<file path="src/rtl/adc_sample_packer.sv">
// Saturates 32-bit signed ADC samples to 16 bits, packs pairs into 32-bit words
// and buffers them in a show-ahead FIFO with a valid/ready output and statistics.
module adc_sample_packer #(
    parameter int unsigned FIFO_DEPTH = 16,
    parameter int unsigned STAT_W     = 16
) (
    input  logic                        clk_adc,
    input  logic                        rst,
    input  logic [31:0]                 in_sample,
    input  logic                        in_valid,
    input  logic                        in_overflow,
    output logic [31:0]                 out_data,
    output logic                        out_ovr,
    output logic                        out_valid,
    input  logic                        out_ready,
    output logic [$clog2(FIFO_DEPTH):0] fifo_level,
    output logic [STAT_W-1:0]           sat_count,
    output logic [STAT_W-1:0]           drop_count,
    input  logic                        clear_stats
);

    localparam int unsigned PTR_W  = $clog2(FIFO_DEPTH);
    localparam int unsigned LVL_W  = PTR_W + 1;
    localparam int unsigned HALF_W = 16;
    localparam int unsigned WORD_W = 2 * HALF_W + 1;

    // Stage 1: saturated sample register
    logic              s1_valid_q, s1_valid_d;
    logic [HALF_W-1:0] s1_data_q, s1_data_d;
    logic              s1_ovr_q, s1_ovr_d;
    logic              sat_hi, sat_lo, clamp;
    logic [HALF_W-1:0] sample_sat;

    // Stage 2: pairing state
    logic              half_q, half_d;
    logic [HALF_W-1:0] low_q, low_d;
    logic              low_ovr_q, low_ovr_d;
    logic              push;
    logic [WORD_W-1:0] push_word;

    // FIFO state
    logic [WORD_W-1:0] mem_q [FIFO_DEPTH];
    logic [PTR_W-1:0]  wr_ptr_q, wr_ptr_d;
    logic [PTR_W-1:0]  rd_ptr_q, rd_ptr_d;
    logic [LVL_W-1:0]  level_q, level_d;
    logic              full, pop, push_acc, drop;
    logic [WORD_W-1:0] head_d;

    // Registered outputs
    logic              out_valid_q, out_valid_d;
    logic [31:0]       out_data_q, out_data_d;
    logic              out_ovr_q, out_ovr_d;
    logic [STAT_W-1:0] sat_count_q, sat_count_d;
    logic [STAT_W-1:0] drop_count_q, drop_count_d;

    always_comb begin
        sat_hi     = $signed(in_sample) > 32'sd32767;
        sat_lo     = $signed(in_sample) < -32'sd32768;
        sample_sat = in_sample[HALF_W-1:0];
        if (sat_hi) begin
            sample_sat = 16'h7FFF;
        end else if (sat_lo) begin
            sample_sat = 16'h8000;
        end
        clamp      = in_valid & (sat_hi | sat_lo);
        s1_valid_d = in_valid;
        s1_data_d  = in_valid ? sample_sat : s1_data_q;
        s1_ovr_d   = in_valid ? in_overflow : s1_ovr_q;
    end

    always_comb begin
        half_d    = half_q ^ s1_valid_q;
        low_d     = low_q;
        low_ovr_d = low_ovr_q;
        if (s1_valid_q && !half_q) begin
            low_d     = s1_data_q;
            low_ovr_d = s1_ovr_q;
        end
        push      = s1_valid_q & half_q;
        push_word = {s1_ovr_q | low_ovr_q, s1_data_q, low_q};
    end

    // A full FIFO still accepts a push when the head is popped on the same edge
    always_comb begin
        full     = (level_q == LVL_W'(FIFO_DEPTH));
        pop      = out_valid_q & out_ready;
        push_acc = push & (~full | pop);
        drop     = push & full & ~pop;
        wr_ptr_d = push_acc ? wr_ptr_q + PTR_W'(1) : wr_ptr_q;
        rd_ptr_d = pop ? rd_ptr_q + PTR_W'(1) : rd_ptr_q;
        level_d  = level_q;
        case ({push_acc, pop})
            2'b10:   level_d = level_q + LVL_W'(1);
            2'b01:   level_d = level_q - LVL_W'(1);
            default: level_d = level_q;
        endcase
    end

    // Next head word; the word being written this edge bypasses the memory
    always_comb begin
        head_d = '0;
        if (level_d != '0) begin
            if (push_acc && (wr_ptr_q == rd_ptr_d)) begin
                head_d = push_word;
            end else begin
                head_d = mem_q[rd_ptr_d];
            end
        end
        out_valid_d = (level_d != '0);
        out_data_d  = head_d[31:0];
        out_ovr_d   = head_d[WORD_W-1];
    end

    always_comb begin
        sat_count_d  = sat_count_q;
        drop_count_d = drop_count_q;
        if (clear_stats) begin
            sat_count_d  = '0;
            drop_count_d = '0;
        end else begin
            if (clamp && !(&sat_count_q)) begin
                sat_count_d = sat_count_q + STAT_W'(1);
            end
            if (drop && !(&drop_count_q)) begin
                drop_count_d = drop_count_q + STAT_W'(1);
            end
        end
    end

    always_ff @(posedge clk_adc or posedge rst) begin
        if (rst) begin
            s1_valid_q   <= 1'b0;
            s1_data_q    <= '0;
            s1_ovr_q     <= 1'b0;
            half_q       <= 1'b0;
            low_q        <= '0;
            low_ovr_q    <= 1'b0;
            wr_ptr_q     <= '0;
            rd_ptr_q     <= '0;
            level_q      <= '0;
            out_valid_q  <= 1'b0;
            out_data_q   <= '0;
            out_ovr_q    <= 1'b0;
            sat_count_q  <= '0;
            drop_count_q <= '0;
        end else begin
            s1_valid_q   <= s1_valid_d;
            s1_data_q    <= s1_data_d;
            s1_ovr_q     <= s1_ovr_d;
            half_q       <= half_d;
            low_q        <= low_d;
            low_ovr_q    <= low_ovr_d;
            wr_ptr_q     <= wr_ptr_d;
            rd_ptr_q     <= rd_ptr_d;
            level_q      <= level_d;
            out_valid_q  <= out_valid_d;
            out_data_q   <= out_data_d;
            out_ovr_q    <= out_ovr_d;
            sat_count_q  <= sat_count_d;
            drop_count_q <= drop_count_d;
        end
    end

    // Storage array carries no reset; entries are only read once written
    always_ff @(posedge clk_adc) begin
        if (push_acc) begin
            mem_q[wr_ptr_q] <= push_word;
        end
    end

    assign out_valid  = out_valid_q;
    assign out_data   = out_data_q;
    assign out_ovr    = out_ovr_q;
    assign fifo_level = level_q;
    assign sat_count  = sat_count_q;
    assign drop_count = drop_count_q;

endmodule

</file>
<file path="config.mk">
export PLATFORM = sky130hd
export DESIGN_NAME = adc_sample_packer
export DESIGN_NICKNAME = d
export VERILOG_FILES = /design/src/rtl/adc_sample_packer.sv
export SDC_FILE = /design/constraint.sdc
export NUM_CORES = 1
export LEC_CHECK = 0
export CORE_MARGIN = 5
export CORE_UTILIZATION = 50
export CTS_CLUSTER_SIZE = 12
export DETAILED_ROUTE_END_ITERATION = 10
export PLACE_DENSITY = 0.67
export SLEW_MARGIN = 20
export SYNTH_ARGS = -nofsm -noshare
export SYNTH_HDL_FRONTEND = slang
export SYNTH_SLANG_ARGS = --single-unit
</file>
<file path="constraint.sdc">
create_clock -name clk_adc -period 7.8 [get_ports clk_adc]
set_input_delay 1.56 -clock clk_adc [delete_from_list [all_inputs] [get_ports clk_adc]]
set_output_delay 1.56 -clock clk_adc [all_outputs]
set_load 0.005 [all_outputs]
</file>
==> run_results.csv, run 1 <==
group,metric,value,unit
outcome,status,"completed",
grt,grt_pass1_wl,119900,microns
logic_synthesis,async_flop_share,0.1788,
sta,rsz0062_at_grt,"false",
critical_path,critPathKind,"in -> reg",
worst_hold_path,hold_path.class,"reg -> reg",
route,via_per_inst,6.611,
grt,grt_util_all_layers,0.2557,
final_layout,post-route-util,0.5687,
critical_path,timing.rr.start,"out_valid$_DFF_PP0_",
logic_synthesis,syn_inst,2144,
floorplan,initial_core_util,0.5020,
sta,worst_pin_slew,1.173,ns
cts,cts_num_sinks,643,
pwr,p_leak,10.65,nW
logic_synthesis,synth_edf_count,528,
route,first_iter_violations,2230,
cts,post_cts_resized,0,
route,drtAntennaViolNets,0,
cts,cts_root_buf,"clkbuf_16",
cts,cts_max_level,3,
critical_path,cp-start-kind,"input pin",
critical_path,critPathMaxFanout,57,
floorplan,die-area,0.06113,sq mm
final_layout,stdcell_area,0.03188,sq mm
critical_path,endpoint_kind,"flip-flop",
route,wire_per_inst,26.31,microns
cts,insertion_delay,0.61,ns
final_layout,drive_gt1_frac,0.09496,
critical_path,crit_required,8.27,ns
cts,numCtsBuffers,67,
critical_path,crit_arrival,5.56,ns
floorplan,die_w,247.2,microns
cts,clk_pin_slew,0.06,ns
cts,hold_buffers,0,
sta,max_clock_freq,0.1964,GHz
worst_hold_path,holdCritStartpoint,"low_ovr_q$_DFFE_PP0P_",
critical_path,critPathLaunch,"out_ready",
floorplan,die_h,247.2,microns
route,drt_first_pass_iters,5,
run,max-cap-violations,0,
sta,finalHoldViolCount,0,
final_layout,syn_to_final_growth,13.28,%
place,post_dp_cell_area,0.02983,sq mm
logic_synthesis,avgSynthCellArea,13.13,sq um
grt,antenna_found_initial,0,
place,port_buffers,108,
logic_synthesis,synth-main-ff-cell,"edfxtp_1",
place,hpwl,42990,microns
pwr,powerDensity,406.3,mW/mm^2
cts,cts_tree,"built",
sta,period_minus_slack,5.092,ns
final_layout,nets,2240,
cts,clock_path_buffers,3,
floorplan,core,0.05606,sq mm
logic_synthesis,synth-seq-cells,643,
sta,timing.slew.headroom,0.2180,
sta,clock_skew,0.02527,ns
logic_synthesis,ys_types,81,
grt,grt_pass1_vias,19870,
grt,grt_start_max_net_pins,95,
sta,finalMaxSlewViolations,0,
floorplan,pin_count,109,
logic_synthesis,syn-num-nets,2195,
route,vias,19830,
route,totalWireLength,78900,microns
pwr,total_power,12.95,mW
sta,fin_crit_sh,0.6528,
sta,setup_violations,0,
logic_synthesis,syn_area,0.02814,sq mm
grt,grt_overflow,0,
logic_synthesis,yosys_warnings,0,
final_layout,n_antenna_cell,0,
pwr,peakVddDrop,0.2973,mV
sta,tns,0,ns
place,place_congestion,0.8088,
floorplan,num_rows,87,
logic_synthesis,yosysSeqAreaShare,0.6656,
cts,post-cts-setup-buffer-count,0,
route,drc,0,
-- cells by family after synthesis --
family          share of synthesized area
compound gates                     0.1843
flops                              0.6656
simple gates                      0.07344
buf+inv                           0.03445
mux                               0.02281
xor+xnor                          0.01329
fa+ha+maj                        0.006046
-- synth_stat cells (60+ instances only) --
library cell / instances / share of area
nand3_1: 69 / 0.012
o21ai_0: 73 / 0.013
edfxtp_1: 528 / 0.56
dfrtp_1: 115 / 0.10
o211ai_1: 107 / 0.029
a221oi_1: 63 / 0.020
a21oi_1: 169 / 0.030
nand2b_1: 60 / 0.013
clkbuf_1: 103 / 0.014
nor2_1: 109 / 0.015
nand2_1: 78 / 0.010
a31oi_1: 120 / 0.027
-- area by class of cell --
class | count | area, sq um
Clock buffer | 113 | 1942
Clock inverter | 10 | 82.58
Fill cell | 4414 | 24180
Inverter | 37 | 146.4
Multi-Input combinational cell | 1281 | 8554
Sequential cell | 643 | 18740
Tap cell | 756 | 945.9
Timing Repair Buffer | 159 | 1466
-- sequential cells by signal, summed over array words and instances (netlist names) --
name / count
mem_q: 528
out_data: 32
drop_count: 16
low_q: 16
s1_data_q: 16
sat_count: 16
fifo_level: 5
rd_ptr_q: 4
wr_ptr_q: 4
half_q: 1
low_ovr_q: 1
out_ovr: 1
out_valid: 1
s1_ovr_q: 1
s1_valid_q: 1
-- power by group --
group	internal (mW)	leakage, nW	switching [mW]	total, mW
sequential	4.32	6.25	0.529	4.85
combinational	1.81	3.43	3.30	5.10
clock	1.70	0.977	1.30	3.00
-- worst paths after layout --
check	end	slack [ns]	cells past startpoint
worst max register to register	out_data[7]$_DFF_PP0_	3.43	9
worst max-delay path	out_data[31]$_DFF_PP0_	2.71	9
min in group asynchronous	s1_data_q[11]$_DFFE_PP0P_	1.42	2
max in group asynchronous	rd_ptr_q[1]$_DFF_PP0_	4.93	3
worst min register to register	low_ovr_q$_DFFE_PP0P_	0.50	1
worst min-delay path	low_ovr_q$_DFFE_PP0P_	0.50	1
-- metal layers --
metal	global-route usage	wire length (microns)
met1	0.3465	31810
met2	0.4231	38250
met3	0.03686	6413
met4	0.09710	2430
met5	0	0
-- metrics by stage --
stage	worst slack [ns]	hold slack, ns	std cells
2_1_floorplan	2.239	0.4729	2144
3_3_place_gp	2.139	0.4819	2875
3_5_place_dp	1.997	0.4898	2875
4_1_cts	2.626	0.5032	2998
5_1_grt	2.536	0.5266	2999
6_report	2.708	0.5010	2999
-- cell usage in the layout, fill, tap and decap left out, drive strengths merged, types with 5 or more instances in the layout --
| cell | Yosys | routed |
|---|---|---|
| buf | 80 | 52 |
| a21oi | 170 | 170 |
| nor3 | 18 | 18 |
| o211ai | 108 | 108 |
| a211oi | 9 | 9 |
| nand3 | 69 | 69 |
| nand2b | 60 | 60 |
| clkbuf | 103 | 113 |
| nor4 | 12 | 12 |
| inv | 35 | 39 |
| a21o | 7 | 7 |
| clkdlybuf4s50 | 0 | 107 |
| xor2 | 13 | 13 |
| o21ai | 78 | 78 |
| nor2 | 110 | 110 |
| and2 | 11 | 11 |
| a31oi | 120 | 120 |
| dfrtp | 115 | 115 |
| a22oi | 28 | 28 |
| a311oi | 32 | 32 |
| edfxtp | 528 | 528 |
| o31ai | 29 | 29 |
| nor2b | 5 | 5 |
| nor3b | 6 | 6 |
| clkinv | 2 | 8 |
| nand4 | 15 | 15 |
| ha | 12 | 12 |
| nand2 | 78 | 78 |
| and3 | 10 | 10 |
| o22ai | 42 | 42 |
| xnor2 | 24 | 24 |
| a211o | 33 | 33 |
| mux2 | 22 | 22 |
| mux2i | 30 | 30 |
| a221oi | 63 | 63 |
| o221ai | 14 | 14 |
-- critical path, stage by stage --
cell      delay [ns]
buf_2           0.83
a21o_1          0.55
nand2_4         0.49
inv_2           0.63
buf_4           0.52
mux4_2          0.38
a221o_1         0.36
o311ai_1        0.10
a211oi_1        0.12
Note: power is estimated with default switching activity, not from simulation.
==> run 2, diff against run 1 <==
- PLACE_DENSITY: 0.67 -> 0.7
- clock period: 7.8 -> 4.2 ns (I/O delays scaled with it)
==> run 2 against run 1 <==
Against the previous run:
- sequential share of layout area down 0.78 points
- critical endpoint is now mem_q[11][21]$_DFFE_PP_
- largest power group unchanged
- final cell count up 0.87%
- flip-flop and latch count unchanged
- hold slack better by 0.011 ns
- global-route usage about the same
- total power up 89%
- clock skew up 0.0019 ns
==> run_results.csv, run 2 (synthesized netlist as in run 1, its figures left out) <==
group,metric,value,unit
route,drtAntennaViolNets,0,
pwr,power.internal,14.81,mW
critical_path,endpoint_kind,"flip-flop",
critical_path,critPathKind,"reg -> reg",
grt,antenna_found_initial,0,
outcome,status,"completed",
pwr,combPwrFrac,0.406,
floorplan,core,0.05606,sq mm
final_layout,layout_commonest_cell,"edfxtp_1",
sta,hold_ws,0.5116,ns
grt,grt_pass1_vias,19860,
final_layout,stdcell_area,0.03231,sq mm
route,wire_per_inst,25.95,microns
final_layout,drive_gt1_frac,0.1071,
sta,finalHoldViolCount,0,
floorplan,pin_count,109,
final_layout,largest_register_ffs,528,
grt,grt_start_max_net_pins,178,
final_layout,n_antenna_cell,0,
place,place_congestion,0.8118,
pwr,peakVddDrop,0.6225,mV
critical_path,critPathMaxFanout,61,
sta,max_clock_freq,0.2904,GHz
floorplan,initial_core_util,0.5020,
final_layout,syn_to_final_growth,14.80,%
cts,cts_tree,"built",
worst_hold_path,hold_path.class,"reg -> reg",
final_layout,mostFrequentLayoutCells,"edfxtp_1, a21oi_1, a31oi_1",
pwr,power_switching,9.648,mW
cts,insertion_delay,0.61,ns
sta,fin_crit_sh,0.8200,
sta,fin_ws,0.7560,ns
sta,finalMaxSlewViolations,0,
route,drc,0,
route,totalWireLength,78510,microns
cts,cts_root_buf,"clkbuf_16",
floorplan,die_h,247.2,microns
floorplan,die_w,247.2,microns
pwr,p_leak,10.87,nW
pwr,p_sw_frac,0.3945,
sta,period_minus_slack,3.444,ns
route,first_iter_violations,2447,
final_layout,nets,2268,
sta,worst_pin_slew,1.099,ns
place,hpwl,44270,microns
critical_path,crit_required,4.45,ns
route,drt_first_pass_iters,6,
route,vias,19970,
cts,cts_num_sinks,643,
pwr,total_power,24.46,mW
grt,grt_pass1_wl,119700,microns
cts,clock_path_buffers,3,
cts,hold_buffers,0,
place,post_dp_cell_area,0.03026,sq mm
pwr,pwr-share-seq,0.365,
final_layout,fillers,4320,
pwr,clock_power_share,0.229,
place,port_buffers,108,
cts,post-cts-setup-buffer-count,0,
cts,clk_pin_slew,0.06,ns
cts,numCtsBuffers,67,
sta,setup_violations,0,
run,max-cap-violations,0,
place,dp_slack,0.5058,ns
critical_path,crit_arrival,3.70,ns
critical_path,cp-start-kind,"flip-flop",
sta,timing.slew.headroom,0.2672,
grt,grt_overflow,0,
pwr,powerDensity,757.1,mW/mm^2
sta,clock_skew,0.02716,ns
sta,rsz0062_at_grt,"false",
sta,tns,0,ns
grt,grt_util_all_layers,0.2555,
floorplan,die-area,0.06113,sq mm
route,via_per_inst,6.603,
cts,cts_max_level,3,
cts,post_cts_resized,0,
final_layout,top_register,"mem_q",
floorplan,num_rows,87,
==> run 2: per-stage QoR <==
stage,instances,util
after floorplan,2144,-
after global placement,2904,0.5396
after detailed placement,2904,0.5397
after CTS,3025,0.5761
after global routing,3025,0.5763
final,3025,0.5763
==> run 2: worst paths after layout <==
kind	start	endpoint	slack [ns]	depth (start not counted)
worst max-delay path	out_valid$_DFF_PP0_	mem_q[11][21]$_DFFE_PP_	0.76	7
worst min-delay path	low_ovr_q$_DFFE_PP0P_	low_ovr_q$_DFFE_PP0P_	0.51	1
worst max register to register	out_valid$_DFF_PP0_	mem_q[11][21]$_DFFE_PP_	0.76	7
worst min register to register	low_ovr_q$_DFFE_PP0P_	low_ovr_q$_DFFE_PP0P_	0.51	1
max in group asynchronous	rst	low_q[6]$_DFFE_PP0P_	2.64	3
min in group asynchronous	rst	rd_ptr_q[1]$_DFF_PP0_	0.74	2
==> run 2: worst max-delay path, cell delays in order (launching register included) <==
cell      delay, ns
dfrtp_2        0.61
buf_4          0.73
nand2_2        0.37
a31oi_1        0.25
buf_4          0.18
nand3b_1       0.33
nor2_4         0.21
buf_4          0.39
==> run 2: metal layers <==
metal  vias to the layer above  routed length (microns)  track usage
met5                         -                        0            0
met3                       198                     6702      0.04280
li1                       8658                        -            -
met4                         0                     3339       0.1106
met2                      1089                    38020       0.4209
met1                     10030                    30450       0.3378
==> run 2: final cells by class <==
type,count,area [sq um],area share
repair buffers,187,1882,0.05825
clock buffers,105,1933,0.05983
inverters,37,143.9,0.004454
multi-input cells,1281,8551,0.2647
clock inverters,16,110.1,0.003408
flip-flops and latches,643,18740,0.5801
well taps,756,945.9,0.02928
==> run 2: power by group through the flow <==
stage	registers [mW]	logic, mW	clock network [mW]
finish	8.94	9.93	5.59
global route	9.02	10.6	5.93
CTS	8.94	9.81	5.64
detailed placement	9.06	9.72	0
global placement	9.02	9.48	0
floorplan	8.59	6.63	0
==> run 3, diff against run 2 <==
- PLACE_DENSITY: 0.7 -> 0.67
- clock period: 4.2 -> 3.4 ns (I/O delays scaled with it)
==> run 3 against run 2 <==
Against the previous run:
- final cell count barely moved
- flip-flop and latch count did not move
- routed wire length fell by 1.9%
- sequential share of layout area down 0.096 points
- clock skew fell by 0.0031 ns
- global-route usage fell by 0.41 points
- non-clock buffer count increased by 5
- combinational power is 26% higher
- die area did not move
- sequential power rose by 22%
- first-iteration DRC count shrank 25%
- fmax is 12% higher
==> run_results.csv, run 3 (synthesized netlist as in run 1, its figures left out) <==
group,metric,value,unit
grt,grt_util_all_layers,0.2514,
critical_path,critPathLaunch,"rd_ptr_q[1]$_DFF_PP0_",
critical_path,crit_arrival,3.56,ns
sta,rsz0062_at_grt,"false",
pwr,clock_power_share,0.223,
floorplan,core,0.05606,sq mm
floorplan,num_rows,87,
pwr,pwr-share-seq,0.363,
final_layout,largest_register_ffs,528,
pwr,combPwrFrac,0.414,
cts,clock_path_buffers,3,
sta,clock_skew,0.02409,ns
sta,setup_violations,0,
pwr,power_switching,11.76,mW
final_layout,nets,2273,
pwr,p_leak,10.90,nW
place,place_congestion,0.8004,
final_layout,layout_commonest_cell,"edfxtp_1",
grt,grt_start_max_net_pins,146,
grt,use_met2,0.4245,
critical_path,endpoint_kind,"flip-flop",
cts,cts_root_buf,"clkbuf_16",
place,dp.cells,2909,
route,drt_first_pass_iters,5,
route,via_per_inst,6.486,
cts,numCtsBuffers,67,
final_layout,n_antenna_cell,0,
sta,finalHoldViolCount,0,
critical_path,critPathKind,"reg -> reg",
critical_path,r2r_end,"out_data[15]$_DFF_PP0_",
run,max-cap-violations,0,
place,port_buffers,108,
outcome,status,"completed",
critical_path,r2r_setup_slack,0.32,ns
sta,timing.slew.headroom,0.3863,
cts,cts_tree,"built",
pwr,p_sw_frac,0.3906,
critical_path,cp-endpoint,"out_data[15]$_DFF_PP0_",
floorplan,die_w,247.2,microns
route,vias,19630,
grt,grt_overflow,0,
grt,met3_usage,0.03394,
sta,hold_ws,0.5145,ns
sta,worst_pin_slew,0.9206,ns
floorplan,die-area,0.06113,sq mm
grt,use_met1,0.3405,
route,drtAntennaViolNets,0,
cts,cts_max_level,3,
route,drc,0,
critical_path,critPathMaxFanout,29,
sta,fin_crit_sh,0.9069,
final_layout,top_register,"mem_q",
grt,busiest_layer,"met2",
sta,tns,0,ns
final_layout,drive_gt1_frac,0.1074,
floorplan,initial_core_util,0.5020,
grt,grt_pass1_vias,19650,
pwr,powerDensity,930.6,mW/mm^2
cts,clk_pin_slew,0.06,ns
place,hpwl,43860,microns
critical_path,crit_required,3.88,ns
sta,period_minus_slack,3.083,ns
cts,post-cts-setup-buffer-count,0,
final_layout,fin_cells,3027,
cts,insertion_delay,0.60,ns
route,totalWireLength,77030,microns
sta,finalMaxSlewViolations,0,
floorplan,pin_count,109,
sta,max_clock_freq,0.3243,GHz
route,first_iter_violations,1838,
critical_path,reg2regPathDepth,9,
cts,post_cts_resized,0,
route,wire_per_inst,25.45,microns
final_layout,syn_to_final_growth,14.99,%
pwr,power.internal,18.35,mW
pwr,peakVddDrop,0.8330,mV
pwr,total_power,30.12,mW
final_layout,mostFrequentLayoutCells,"edfxtp_1, a21oi_1, a31oi_1",
grt,antenna_found_initial,0,
grt,grt_pass1_wl,118800,microns
worst_hold_path,hold_path.class,"reg -> reg",
worst_hold_path,holdCritStartpoint,"low_ovr_q$_DFFE_PP0P_",
critical_path,timing.rr.start,"rd_ptr_q[1]$_DFF_PP0_",
cts,hold_buffers,0,
floorplan,die_h,247.2,microns
critical_path,cp-start-kind,"flip-flop",
cts,cts_num_sinks,643,
==> run 3: cell count changes in the layout (fill, tap and decap cells not counted) <==
cell        delta
buf_12         +6
nor3_2         -5
nor3_4         +4
clkinv_8       -3
clkinvlp_4     +2
buf_4          -1
clkbuf_16      -1
clkbuf_8       -1
inv_4          -1
inv_6          +1
nor3_1         +1
o211ai_2       +1
o211ai_4       -1
==> run 3: layer usage <==
layer	part of all wire	vias to the layer above	wire length (microns)
met5	0	-	0
met4	0.027	0	2093
met3	0.078	140	5998
met2	0.50	921	38340
met1	0.40	9882	30600
li1	-	8689	-
==> run 3: power by group through the flow <==
| stage | registers [mW] | clock network, mW | logic (mW) |
|---|---|---|---|
| finish | 10.9 | 6.71 | 12.5 |
| global route | 11.1 | 7.17 | 13.4 |
| CTS | 10.9 | 6.83 | 12.4 |
| detailed placement | 11.1 | 0 | 12.3 |
| global placement | 11.1 | 0 | 12.0 |
| floorplan | 10.6 | 0 | 8.20 |
==> run 3: worst min path at each step <==
stage | end | cells after the start | slack [ns]
final | low_ovr_q$_DFFE_PP0P_ | 1 | 0.51
after detailed placement | low_ovr_q$_DFFE_PP0P_ | 1 | 0.50
after global placement | low_ovr_q$_DFFE_PP0P_ | 1 | 0.48
after floorplan | low_ovr_q$_DFFE_PP0P_ | 1 | 0.47
after global routing | low_ovr_q$_DFFE_PP0P_ | 1 | 0.53
after CTS | low_ovr_q$_DFFE_PP0P_ | 1 | 0.51
==> run 3: area by class of cell <==
type	count	area [sq um]
fillers	4359	23700
flip-flops and latches	643	18740
multi-input cells	1281	8562
repair buffers	192	1994
clock buffers	103	1894
well taps	756	945.9
inverters	37	145.1
clock inverters	15	77.57
==> run 3: stage by stage <==
stage                     utilization  instance area (sq um)  setup slack [ns]
after floorplan                     -                  28170           -0.4025
after global placement         0.5421                  30390            0.3019
after detailed placement       0.5421                  30390            0.2563
after CTS                      0.5773                  32360            0.3339
after global routing           0.5773                  32360            0.1921
final                          0.5773                  32360            0.3167
==> run 3: worst max-delay path: stages (launching register included) <==
cell      delay, ns
dfrtp_4        0.49
ha_1           0.61
nand3b_4       0.35
nand2_4        0.09
inv_2          0.31
buf_12         0.24
mux4_2         0.22
nor2_1         0.06
a211o_1        0.30
a311oi_1       0.30
